[src/rtl/fetch_stage.sv]
`default_nettype none
// +----------------------------------------------------------------------------+
// | Module      : fetch_stage                                                  |
// | Description : Instruction fetch with req/ack memory handshake, stall hold  |
// |               buffer, branch redirect/drain, and the IF/ID register.       |
// | Revision    : 1.0 - initial release                                        |
// +----------------------------------------------------------------------------+
module fetch_stage #(
  parameter int                ADDR_W   = 32,
  parameter int                DATA_W   = 32,
  parameter logic [ADDR_W-1:0] RESET_PC = 32'h0000_0000,
  parameter int                HDR_MSB  = 31
) (
  input  logic              clk,
  input  logic              rst,
  input  logic              Stall,
  input  logic              BranchTaken,
  input  logic [ADDR_W-1:0] BranchTarget,
  output logic              ImemReq,
  output logic [ADDR_W-1:0] ImemAddr,
  input  logic              ImemAck,
  input  logic [DATA_W-1:0] ImemData,
  output logic [DATA_W-1:0] InstD,
  output logic [9:0]        InstHeader,
  output logic [ADDR_W-1:0] PCD,
  output logic [ADDR_W-1:0] PCPlus4D,
  output logic              ValidD
);

  localparam logic [ADDR_W-1:0] c_pcStep = ADDR_W'(4);

  typedef enum logic [1:0] {
    FETCH = 2'd0,
    HOLD  = 2'd1,
    DRAIN = 2'd2
  } fetchState_t;

  fetchState_t       r_state;
  fetchState_t       w_nextState;

  logic [ADDR_W-1:0] r_pc;
  logic [ADDR_W-1:0] r_drainAddr;   // address of the request abandoned by a redirect
  logic [DATA_W-1:0] r_holdInst;
  logic [ADDR_W-1:0] r_holdPc;
  logic              r_holdFull;

  logic [ADDR_W-1:0] w_pcNext;
  logic              w_loadFromMem;
  logic              w_loadFromHold;
  logic              w_bubble;
  logic              w_holdWrite;
  logic              w_holdClear;
  logic              w_drainCapture;

  // State register
  always_ff @(posedge clk) begin
    if (!rst) r_state <= FETCH;
    else      r_state <= w_nextState;
  end

  // Next state, memory interface and datapath control; redirect has top priority
  always_comb begin
    w_nextState    = r_state;
    w_pcNext       = r_pc;
    ImemReq        = 1'b0;
    ImemAddr       = r_pc;
    w_loadFromMem  = 1'b0;
    w_loadFromHold = 1'b0;
    w_bubble       = 1'b0;
    w_holdWrite    = 1'b0;
    w_holdClear    = 1'b0;
    w_drainCapture = 1'b0;
    case (r_state)
      FETCH: begin
        ImemReq = 1'b1;
        if (BranchTaken) begin
          w_pcNext    = BranchTarget;
          w_bubble    = 1'b1;
          w_holdClear = 1'b1;
          // An un-acked request must still complete before the target is fetched
          if (!ImemAck) begin
            w_nextState    = DRAIN;
            w_drainCapture = 1'b1;
          end
        end else if (ImemAck) begin
          w_pcNext = r_pc + c_pcStep;
          if (!Stall) begin
            w_loadFromMem = 1'b1;
          end else begin
            w_holdWrite = 1'b1;
            w_nextState = HOLD;
          end
        end else if (!Stall) begin
          w_bubble = 1'b1;
        end
      end
      HOLD: begin
        if (BranchTaken) begin
          w_pcNext    = BranchTarget;
          w_bubble    = 1'b1;
          w_holdClear = 1'b1;
          w_nextState = FETCH;
        end else if (!Stall) begin
          w_loadFromHold = 1'b1;
          w_nextState    = FETCH;
        end
      end
      DRAIN: begin
        ImemReq  = 1'b1;
        ImemAddr = r_drainAddr;
        if (BranchTaken) begin
          w_pcNext    = BranchTarget;
          w_bubble    = 1'b1;
          w_holdClear = 1'b1;
        end else if (ImemAck) begin
          w_nextState = FETCH;
        end
      end
      default: begin
        w_nextState = FETCH;
      end
    endcase
  end

  // PC, drain address, hold buffer and IF/ID register updates
  always_ff @(posedge clk) begin
    if (!rst) begin
      r_pc        <= RESET_PC;
      r_drainAddr <= RESET_PC;
      r_holdInst  <= '0;
      r_holdPc    <= '0;
      r_holdFull  <= 1'b0;
      InstD       <= '0;
      PCD         <= '0;
      PCPlus4D    <= '0;
      ValidD      <= 1'b0;
    end else begin
      r_pc <= w_pcNext;
      if (w_drainCapture) r_drainAddr <= r_pc;
      if (w_holdWrite) begin
        r_holdInst <= ImemData;
        r_holdPc   <= r_pc;
        r_holdFull <= 1'b1;
      end else if (w_holdClear || w_loadFromHold) begin
        r_holdFull <= 1'b0;
      end
      if (w_loadFromMem) begin
        InstD    <= ImemData;
        PCD      <= r_pc;
        PCPlus4D <= r_pc + c_pcStep;
        ValidD   <= 1'b1;
      end else if (w_loadFromHold) begin
        InstD    <= r_holdInst;
        PCD      <= r_holdPc;
        PCPlus4D <= r_holdPc + c_pcStep;
        ValidD   <= r_holdFull;
      end else if (w_bubble) begin
        ValidD <= 1'b0;
      end
    end
  end

  assign InstHeader = InstD[HDR_MSB -: 10];

endmodule
`default_nettype wire

[config.mk]
export PLATFORM = sky130hd
export DESIGN_NAME = fetch_stage
export DESIGN_NICKNAME = d
export VERILOG_FILES = /design/src/rtl/fetch_stage.sv
export SDC_FILE = /design/constraint.sdc
export NUM_CORES = 1
export LEC_CHECK = 0
export ABC_AREA = 1
export CAP_MARGIN = 20
export CELL_PAD_IN_SITES_DETAIL_PLACEMENT = 2
export CELL_PAD_IN_SITES_GLOBAL_PLACEMENT = 2
export CORE_MARGIN = 2
export CORE_UTILIZATION = 28
export DETAILED_ROUTE_END_ITERATION = 16
export MAX_ROUTING_LAYER = met4
export PLACE_DENSITY_LB_ADDON = 0.05
export SLEW_MARGIN = 15
export SYNTH_ARGS = -nofsm -noshare
export SYNTH_HDL_FRONTEND = slang
export SYNTH_SLANG_ARGS = --single-unit
[constraint.sdc]
create_clock -name clk -period 1.9 [get_ports clk]
set_input_delay 0.38 -clock clk [delete_from_list [all_inputs] [get_ports clk]]
set_output_delay 0.38 -clock clk [all_outputs]
set_load 0.05 [all_outputs]
Yosys cells after proc, flatten, opt, wreduce, memory -nomap -nowiden

Cells that the tools add are included.

Register bits: 228
Bits of input ports: 69
Output and inout port bits: 140
Logic and storage cells: 76

$add $sub $neg: 2
Equal/unequal tests: 9
Multiplexer cells: 44
Reduce and logical (&&, ||, !) cells: 11

Operators by type and width:

| operator                                               | count |
|---|---|
| two-way mux 32 bit                                     | 10 |
| adder 32 x 3 -> 32 bit (second input constant)         | 2 |
| one-hot mux 32 bit (2 select lines)                    | 1 |
| two-way mux 1 bit                                      | 23 |
| two-way mux 2 bit                                      | 8 |
| inequality test 3 bit (second input constant)          | 4 |
| one-hot mux 2 bit (3 select lines)                     | 1 |
| AND reduction 6 bit                                    | 1 |
| nonzero test 2 bit                                     | 3 |
| inequality test 2 bit (second input constant)          | 2 |
| OR reduction 2 bit                                     | 2 |
| AND reduction 3 bit                                    | 1 |
| nonzero test 3 bit                                     | 1 |
| OR reduction 3 bit                                     | 1 |
| == test 2 x 1 -> 1 bit (second input constant)         | 1 |
| == test 2 bit (second input constant)                  | 1 |
| zero test 2 bit                                        | 1 |
| inequality test 2 x 1 -> 1 bit (second input constant) | 1 |
| one-hot mux 1 bit (2 select lines)                     | 1 |
| logical OR 1 bit                                       | 1 |

Depth between registers and ports, before layout

Gate-level depths: netlist (run 1).

Depth after elaboration: 7
Gate-level depth with buffers: 13
Mapped depth without buffers: 11

Worst setup path before layout (run 1)

OpenSTA, ideal clock, no wires.

Path kind: register to output
Start point: register r_state[0]
End point: output port ImemAddr[23]
Arrival time: 2.057 ns
Data required time: 1.520 ns
Setup slack: -0.537 ns
Stages on the path, launching flop included: 6
Path buffers: 2
Cell sequence: dfxtp_1 inv_1 ha_1 clkbuf_1 clkbuf_1 o21ai_0

Longest elaborated chain between the ends: 2

RTL lines:

| element                  | line | source |
|---|---|---|
| start: declaration       | 38   | `fetchState_t r_state;` |
| start signal: assignment | 58   | `else r_state <= w_nextState;` |
| == test 2 bit            | 73   | `case (r_state)` |
| two-way mux 32 bit       | 73   |  |
| end: declaration         | 20   | `output logic [ADDR_W-1:0] ImemAddr,` |

No other way between the ends.

Worst setup path after layout (run 1)

Same ends and word-level chain as after synthesis.

==> results.yml, run 1 <==
run_status:
  status: "finished with violations"
  violations: "setup timing"
clock_network:
  clock-root-buffer: "sky130_fd_sc_hd__clkbuf_16"
  tritoncts_num_sinks: 226
  tritoncts: "built"
  htree_levels: 1
  total_clock_buffers_created_by_cts: 29
  post_cts_hold_buffer_count: 0
  insertion_delay_ps: 580
  clock_path_buffers: 3
  clk_transition_reported_paths_ps: 60
placed_design:
  place.detailed.hpwl_mm: 38.65
  gpl.final_weighted_congestion: 0.9244
  placement.setup.worst_slack_ps: -303.6
  dp.cells: 2421
  placed_area_um2: 14810
  numPortBuffers: 208
yosys:
  synth.net_count: 1727
  synthAdderAreaFrac_pct: 0.7912
  postSynth.asyncResetShare_pct: 0
  synth_top_family_by_area: "simple AND/OR/NAND/NOR gates"
  yosysUniqueCellTypes: 37
  seq_area_frac_synth_pct: 40.87
  avgSynthCellArea_um2: 6.705
  yosys.area_share.simple_pct: 24.99
  synth_edf_count: 0
  synth_largest_area_cell: "sky130_fd_sc_hd__dfxtp_1"
  leading_cell_types_by_total_area_after_synthesis: "sky130_fd_sc_hd__dfxtp_1 41%, sky130_fd_sc_hd__nand2_1 15%, sky130_fd_sc_hd__o21ai_0 8.0%"
  syn_inst: 1651
  synthMostInstantiatedCell: "sky130_fd_sc_hd__nand2_1"
  yosys_warnings: 0
  synth.ff_latch_count: 226
  synth_top_cells_by_count: "453 x sky130_fd_sc_hd__nand2_1, 226 x sky130_fd_sc_hd__dfxtp_1, 182 x sky130_fd_sc_hd__inv_1"
  yosys.area_share.xor_xnor_pct: 1.345
  netlist_area_um2: 11070
  compound_gate_portion_of_the_synthesized_area_pct: 21.00
  yosys-mux-area-fraction_pct: 0
  synth_flop_cell: "sky130_fd_sc_hd__dfxtp_1"
  synth_largest_type_area_fraction_pct: 40.87
global_routing:
  globalRoute.totalOverflow: 0
  antenna_found_initial: 0
  first_pass_grt_wire_length_mm: 78.91
  grt_pass1_vias: 13434
  grt_start_max_net_pins: 57
  track_usage_pct: 25.39
floorplanning:
  die_h_um: 202.8
  die_footprint_um2: 41140
  start_util_pct: 28.51
  rows: 72
  die_w_um: 202.8
  coreArea_um2: 38830
  io-pin-count: 209
sta:
  whs_ps: 166.0
  max_slew.worst_pin.slew_ps: 500.6
  final_max_slew_viol_count: 0
  setup_total_negative_slack_ps: -8407
  fmaxAchievable_mhz: 453.1
  rsz0062_at_grt: "yes"
  final.setup_skew_ps: 20.64
  worst_slew_margin_rel_pct: 66.52
  fin_ws_ps: -307.1
  total_setup_violations_reported_at_the_end_of_the_flow: 33
  hold_viol: 0
  finalWorstPathRequiredPeriod_ps: 2207
  period_share_pct: 116.2
final_layout:
  finalCoreUtilization_pct: 43.27
  stdcell_count: 2491
  proportion_of_layout_cells_with_a_drive_suffix_above_1_pct: 23.21
  area_growth_pct: 51.78
  stdcell_area_um2: 16800
  antenna-diode-count: 0
  fin_nets: 2035
setup_path:
  cp_cell_sequence: "inv_4 -> ha_4 -> buf_12 -> buf_16 -> o21ai_4 -> buf_12"
  slowest_delay_ps: 350
  startpoint_type: "register"
  crit_fanout: 8
  critical_path_class: "reg2out"
  timing.critical_path.required_ps: 1520
  setup.worst_path.end_class: "output port"
  critical_path_arrival_ps: 1830
  critical_path.most_common_cell: "sky130_fd_sc_hd__buf_12"
  critical_path.slowest_cell: "sky130_fd_sc_hd__dfxtp_2"
drt:
  initialDrtViolationCount: 447
  viasPerCell: 5.010
  dr_total_vias: 12480
  postRouteWirelength_mm: 52.76
  post_drt_wl_per_cell_um: 21.18
  antenna_left: 0
  drtPass1Iterations: 5
  drc: 0
worst_hold_path:
  hp-class: "in2reg"
power_and_ir_drop:
  power.total_mw: 17.16
  power.leakage_nw: 7.192
  powerDensity_nw_per_um2: 1021
  ir_drop_mv: 0.7639
run:
  max-cap-violations: 0
logic make-up (layout without fill, tap and decap cells):
kind of cell | after synthesis | after routing
simple gates | 690 | 690
buf+inv | 294 | 616
compound gates | 417 | 417
xor+xnor | 17 | 17
fa+ha+maj | 7 | 7
flops | 226 | 226
timing repair:
item                                    in CTS  in global routing
pin swaps                                   12                 36
gates cloned                                 2                  5
buffers inserted                             0                 19
resized for setup                           95                128
endpoints found under the setup margin      70                118
path summary, 6_finish.rpt:
check | startpoint | endpoint | slack (ps) | depth (start not counted)
worst max register to register | r_state[0]$_SDFFE_PN0P_ | PCD[0]$_SDFFE_PN0P_ | 10 | 13
worst min register to register | r_holdInst[2]$_SDFFE_PN0P_ | r_holdInst[2]$_SDFFE_PN0P_ | 460 | 2
worst max-delay path | r_state[0]$_SDFFE_PN0P_ | ImemAddr[23] | -310 | 6
worst min-delay path | rst | PCD[14]$_SDFFE_PN0P_ | 170 | 3
state kept, by name (all words and copies together), names as in the netlist:
register,count
InstD,32
r_drainAddr,32
r_pc,32
PCPlus4D,30
PCD,32
r_holdPc,32
r_holdFull,1
ValidD,1
r_state,2
r_holdInst,32
layout make-up:
| class | count | area, um^2 |
|---|---|---|
| sequential | 226 | 4543 |
| multi-input combinational | 1131 | 5969 |
| tap | 518 | 648.1 |
| fill | 4460 | 22030 |
| inverter | 188 | 726.9 |
| clock buffer | 38 | 809.5 |
| clock inverter | 7 | 91.34 |
| timing repair buffer | 383 | 4013 |
metal layers:
| metal | routed length (um) | vias to the layer above | track usage (%) | share of wire (%) |
|---|---|---|---|---|
| li1 | - | 5965 | - | - |
| met1 | 23860 | 6217 | 33.14 | 45 |
| met2 | 25600 | 239 | 41.84 | 49 |
| met3 | 2040 | 59 | 2.986 | 3.9 |
| met4 | 1262 | 0 | 6.361 | 2.4 |
| met5 | 0 | - | - | 0 |
placed cells by master, fill, tap and decap left out, types with 6 or more instances in the layout:
cell type and n:
sky130_fd_sc_hd__nand4_1 6, sky130_fd_sc_hd__nor2_1 114, sky130_fd_sc_hd__o21ai_4 25, sky130_fd_sc_hd__nor2_2 16
sky130_fd_sc_hd__nand2_2 25, sky130_fd_sc_hd__nor3_1 6, sky130_fd_sc_hd__buf_4 211, sky130_fd_sc_hd__o211ai_1 39
sky130_fd_sc_hd__nand3_1 78, sky130_fd_sc_hd__o21ai_0 145, sky130_fd_sc_hd__xor2_1 14, sky130_fd_sc_hd__dfxtp_1 213
sky130_fd_sc_hd__dlygate4sd2_1 26, sky130_fd_sc_hd__a21oi_1 157, sky130_fd_sc_hd__clkdlybuf4s50_1 67, sky130_fd_sc_hd__buf_12 60
sky130_fd_sc_hd__nand2_1 422, sky130_fd_sc_hd__inv_1 177, sky130_fd_sc_hd__dfxtp_2 12, sky130_fd_sc_hd__nor2_4 7
sky130_fd_sc_hd__o221ai_1 19, sky130_fd_sc_hd__nand2_4 6, sky130_fd_sc_hd__clkbuf_16 34
worst max-delay path: cells and delay by family (launching register included):
kind / cells / cell delay (ps)
adder cells (fa/ha/maj): 1 / 170
AO/OA/AOI/OAI: 1 / 200
flip-flops: 1 / 350
buffers and inverters: 4 / 520
report_power, final:
part | switching [mW] | internal (mW) | total (mW)
clock network | 2.22 | 3.21 | 5.43
registers | 0.454 | 5.20 | 5.65
logic | 3.66 | 2.42 | 6.08
Power figures use the tool's default switching activity.
==> run 2: changes to the inputs <==
- CORE_UTILIZATION: 28 -> 34
- DONT_BUFFER_PORTS: default -> 1
- SKIP_LAST_GASP: default -> 1
==> results.yml, run 2 (same netlist as run 1, synthesis figures left out) <==
run_status:
  status: "finished with violations"
  violations: "setup timing"
worst_hold_path:
  worstHoldPathCells: 2
  hp-class: "in2reg"
  whs_endpoint: "r_drainAddr[7]$_SDFFE_PN0P_"
  hold_path_start: "rst"
final_layout:
  final.fill_count: 3775
  final_cell_mix: "442 x sky130_fd_sc_hd__nand2_1, 213 x sky130_fd_sc_hd__dfxtp_1, 179 x sky130_fd_sc_hd__inv_1"
  stdcell_count: 2234
  area_growth_pct: 29.58
  layout.cells.most_common: "sky130_fd_sc_hd__nand2_1"
  proportion_of_layout_cells_with_a_drive_suffix_above_1_pct: 17.53
  fin_nets: 1848
global_routing:
  grt_start_max_net_pins: 206
  antenna_found_initial: 1
  grt_pass1_vias: 12662
  first_pass_grt_wire_length_mm: 72.56
  track_usage_pct: 28.39
  globalRoute.totalOverflow: 0
power_and_ir_drop:
  switching_share_pct: 36.14
  comb_power_share_pct: 28.7
  clock_power_share_pct: 36.1
  switchingPower_mw: 5.933
  seq_power_share_pct: 35.2
  power.leakage_nw: 5.976
  ir_drop_mv: 0.9202
  power_report.internal_total_mw: 10.48
  powerDensity_nw_per_um2: 1144
setup_path:
  critical_path_class: "reg2out"
  critical_path_arrival_ps: 1870
  timing.critical_path.required_ps: 1520
  rr_endpoint: "PCD[6]$_SDFFE_PN0P_"
  setup.reg_to_reg.worst_slack_ps: 10
  r2r-start: "r_state[0]$_SDFFE_PN0P_"
  crit_fanout: 18
  number_of_cells_traversed_by_the_worst_register_to_register_path: 11
  setup.worst_path.end_class: "output port"
  startpoint_type: "register"
run:
  max-cap-violations: 0
floorplanning:
  die_w_um: 184.4
  die_h_um: 184.4
  rows: 66
  die_footprint_um2: 34020
  coreArea_um2: 32290
  io-pin-count: 209
  start_util_pct: 34.28
drt:
  post_drt_wl_per_cell_um: 22.02
  drtPass1Iterations: 4
  drc: 0
  initialDrtViolationCount: 640
  postRouteWirelength_mm: 49.19
  dr_total_vias: 11824
  viasPerCell: 5.293
  antenna_left: 0
clock_network:
  tritoncts_num_sinks: 226
  htree_levels: 1
  clock_path_buffers: 3
  insertion_delay_ps: 560
  tritoncts: "built"
  clk_transition_reported_paths_ps: 60
  clock-root-buffer: "sky130_fd_sc_hd__clkbuf_16"
  total_clock_buffers_created_by_cts: 28
sta:
  hold_viol: 0
  total_setup_violations_reported_at_the_end_of_the_flow: 33
  fin_ws_ps: -345.5
  final.setup_skew_ps: 14.51
  rsz0062_at_grt: "yes"
  fmaxAchievable_mhz: 445.3
  max_slew.worst_pin.slew_ps: 658.9
  finalWorstPathRequiredPeriod_ps: 2246
  final_max_slew_viol_count: 0
  worst_slew_margin_rel_pct: 55.61
  period_share_pct: 118.2
  whs_ps: 1.837
  setup_total_negative_slack_ps: -8974
placed_design:
  numPortBuffers: 0
  dp.cells: 2161
  gpl.final_weighted_congestion: 0.8635
  place.detailed.hpwl_mm: 33.96
-- run 2: per-layer routing --
metal | global-route usage (%) | vias to the layer above | wire length (um)
li1 | - | 5605 | -
met1 | 36.28 | 5897 | 21940
met2 | 46.63 | 253 | 23520
met3 | 4.821 | 69 | 2564
met4 | 7.040 | 0 | 1158
met5 | - | - | 0
-- run 2: metrics by stage --
step | setup slack (ps) | power, mW | area [um^2] | utilization, %
finish | -345.5 | 16.41 | 14340 | 44.42
global placement | 95.46 | 9.907 | 12680 | 39.26
detailed placement | -8.231 | 10.05 | 12680 | 39.26
floorplan | -179.7 | 8.250 | 11070 | -
global route | -391.1 | 17.09 | 14340 | 44.42
CTS | -311.1 | 16.27 | 14020 | 43.42
-- run 2: power by group through the flow --
stage                     Clock, mW  Combinational, mW  Sequential [mW]
after global placement            0               4.09             5.81
after global routing           6.24               5.02             5.82
after floorplan                   0               2.34             5.91
after CTS                      6.06               4.47             5.75
final                          5.93               4.71             5.78
after detailed placement          0               4.21             5.84
-- run 2: worst max path at each step --
| stage | startpoint | to | slack, ps | depth (start not counted) |
|---|---|---|---|---|
| 2_1_floorplan | r_state[0]$_SDFFE_PN0P_ | ImemAddr[10] | -180 | 5 |
| 3_3_place_gp | r_state[0]$_SDFFE_PN0P_ | PCPlus4D[19]$_SDFFE_PN0P_ | 100 | 11 |
| 3_5_place_dp | r_state[0]$_SDFFE_PN0P_ | PCPlus4D[19]$_SDFFE_PN0P_ | -8 | 11 |
| 4_1_cts | r_state[0]$_SDFFE_PN0P_ | ImemAddr[21] | -310 | 6 |
| 5_1_grt | r_state[0]$_SDFFE_PN0P_ | ImemAddr[18] | -390 | 6 |
| 6_report | r_state[0]$_SDFFE_PN0P_ | ImemAddr[18] | -350 | 6 |
-- run 2: what timing repair did --
item,CTS,global route
endpoints found under the hold margin,113,10
hold buffers,11,2
buffers inserted,3,3
cloned,1,3
gates resized for setup,55,66
pin swaps,8,4
endpoints found under the setup margin,41,132
-- run 2: critical path, cell delays in order (launching register included) --
cell	delay, ps
sky130_fd_sc_hd__dfxtp_2	330
sky130_fd_sc_hd__inv_2	100
sky130_fd_sc_hd__ha_4	250
sky130_fd_sc_hd__buf_12	180
sky130_fd_sc_hd__nand2_1	90
sky130_fd_sc_hd__o21ai_1	140
sky130_fd_sc_hd__buf_6	200
-- run 2: cell type report --
type / instances / area (um^2) / share of cell area (%)
antenna: 1 / 2.502 / 0.01745
sequential: 226 / 4541 / 31.66
inverter: 188 / 716.9 / 4.998
clock buffer: 41 / 840.8 / 5.862
clock inverter: 8 / 167.7 / 1.169
timing repair buffer: 197 / 1953 / 13.62
tap: 442 / 553.0 / 3.856
multi-input combinational: 1131 / 5569 / 38.83
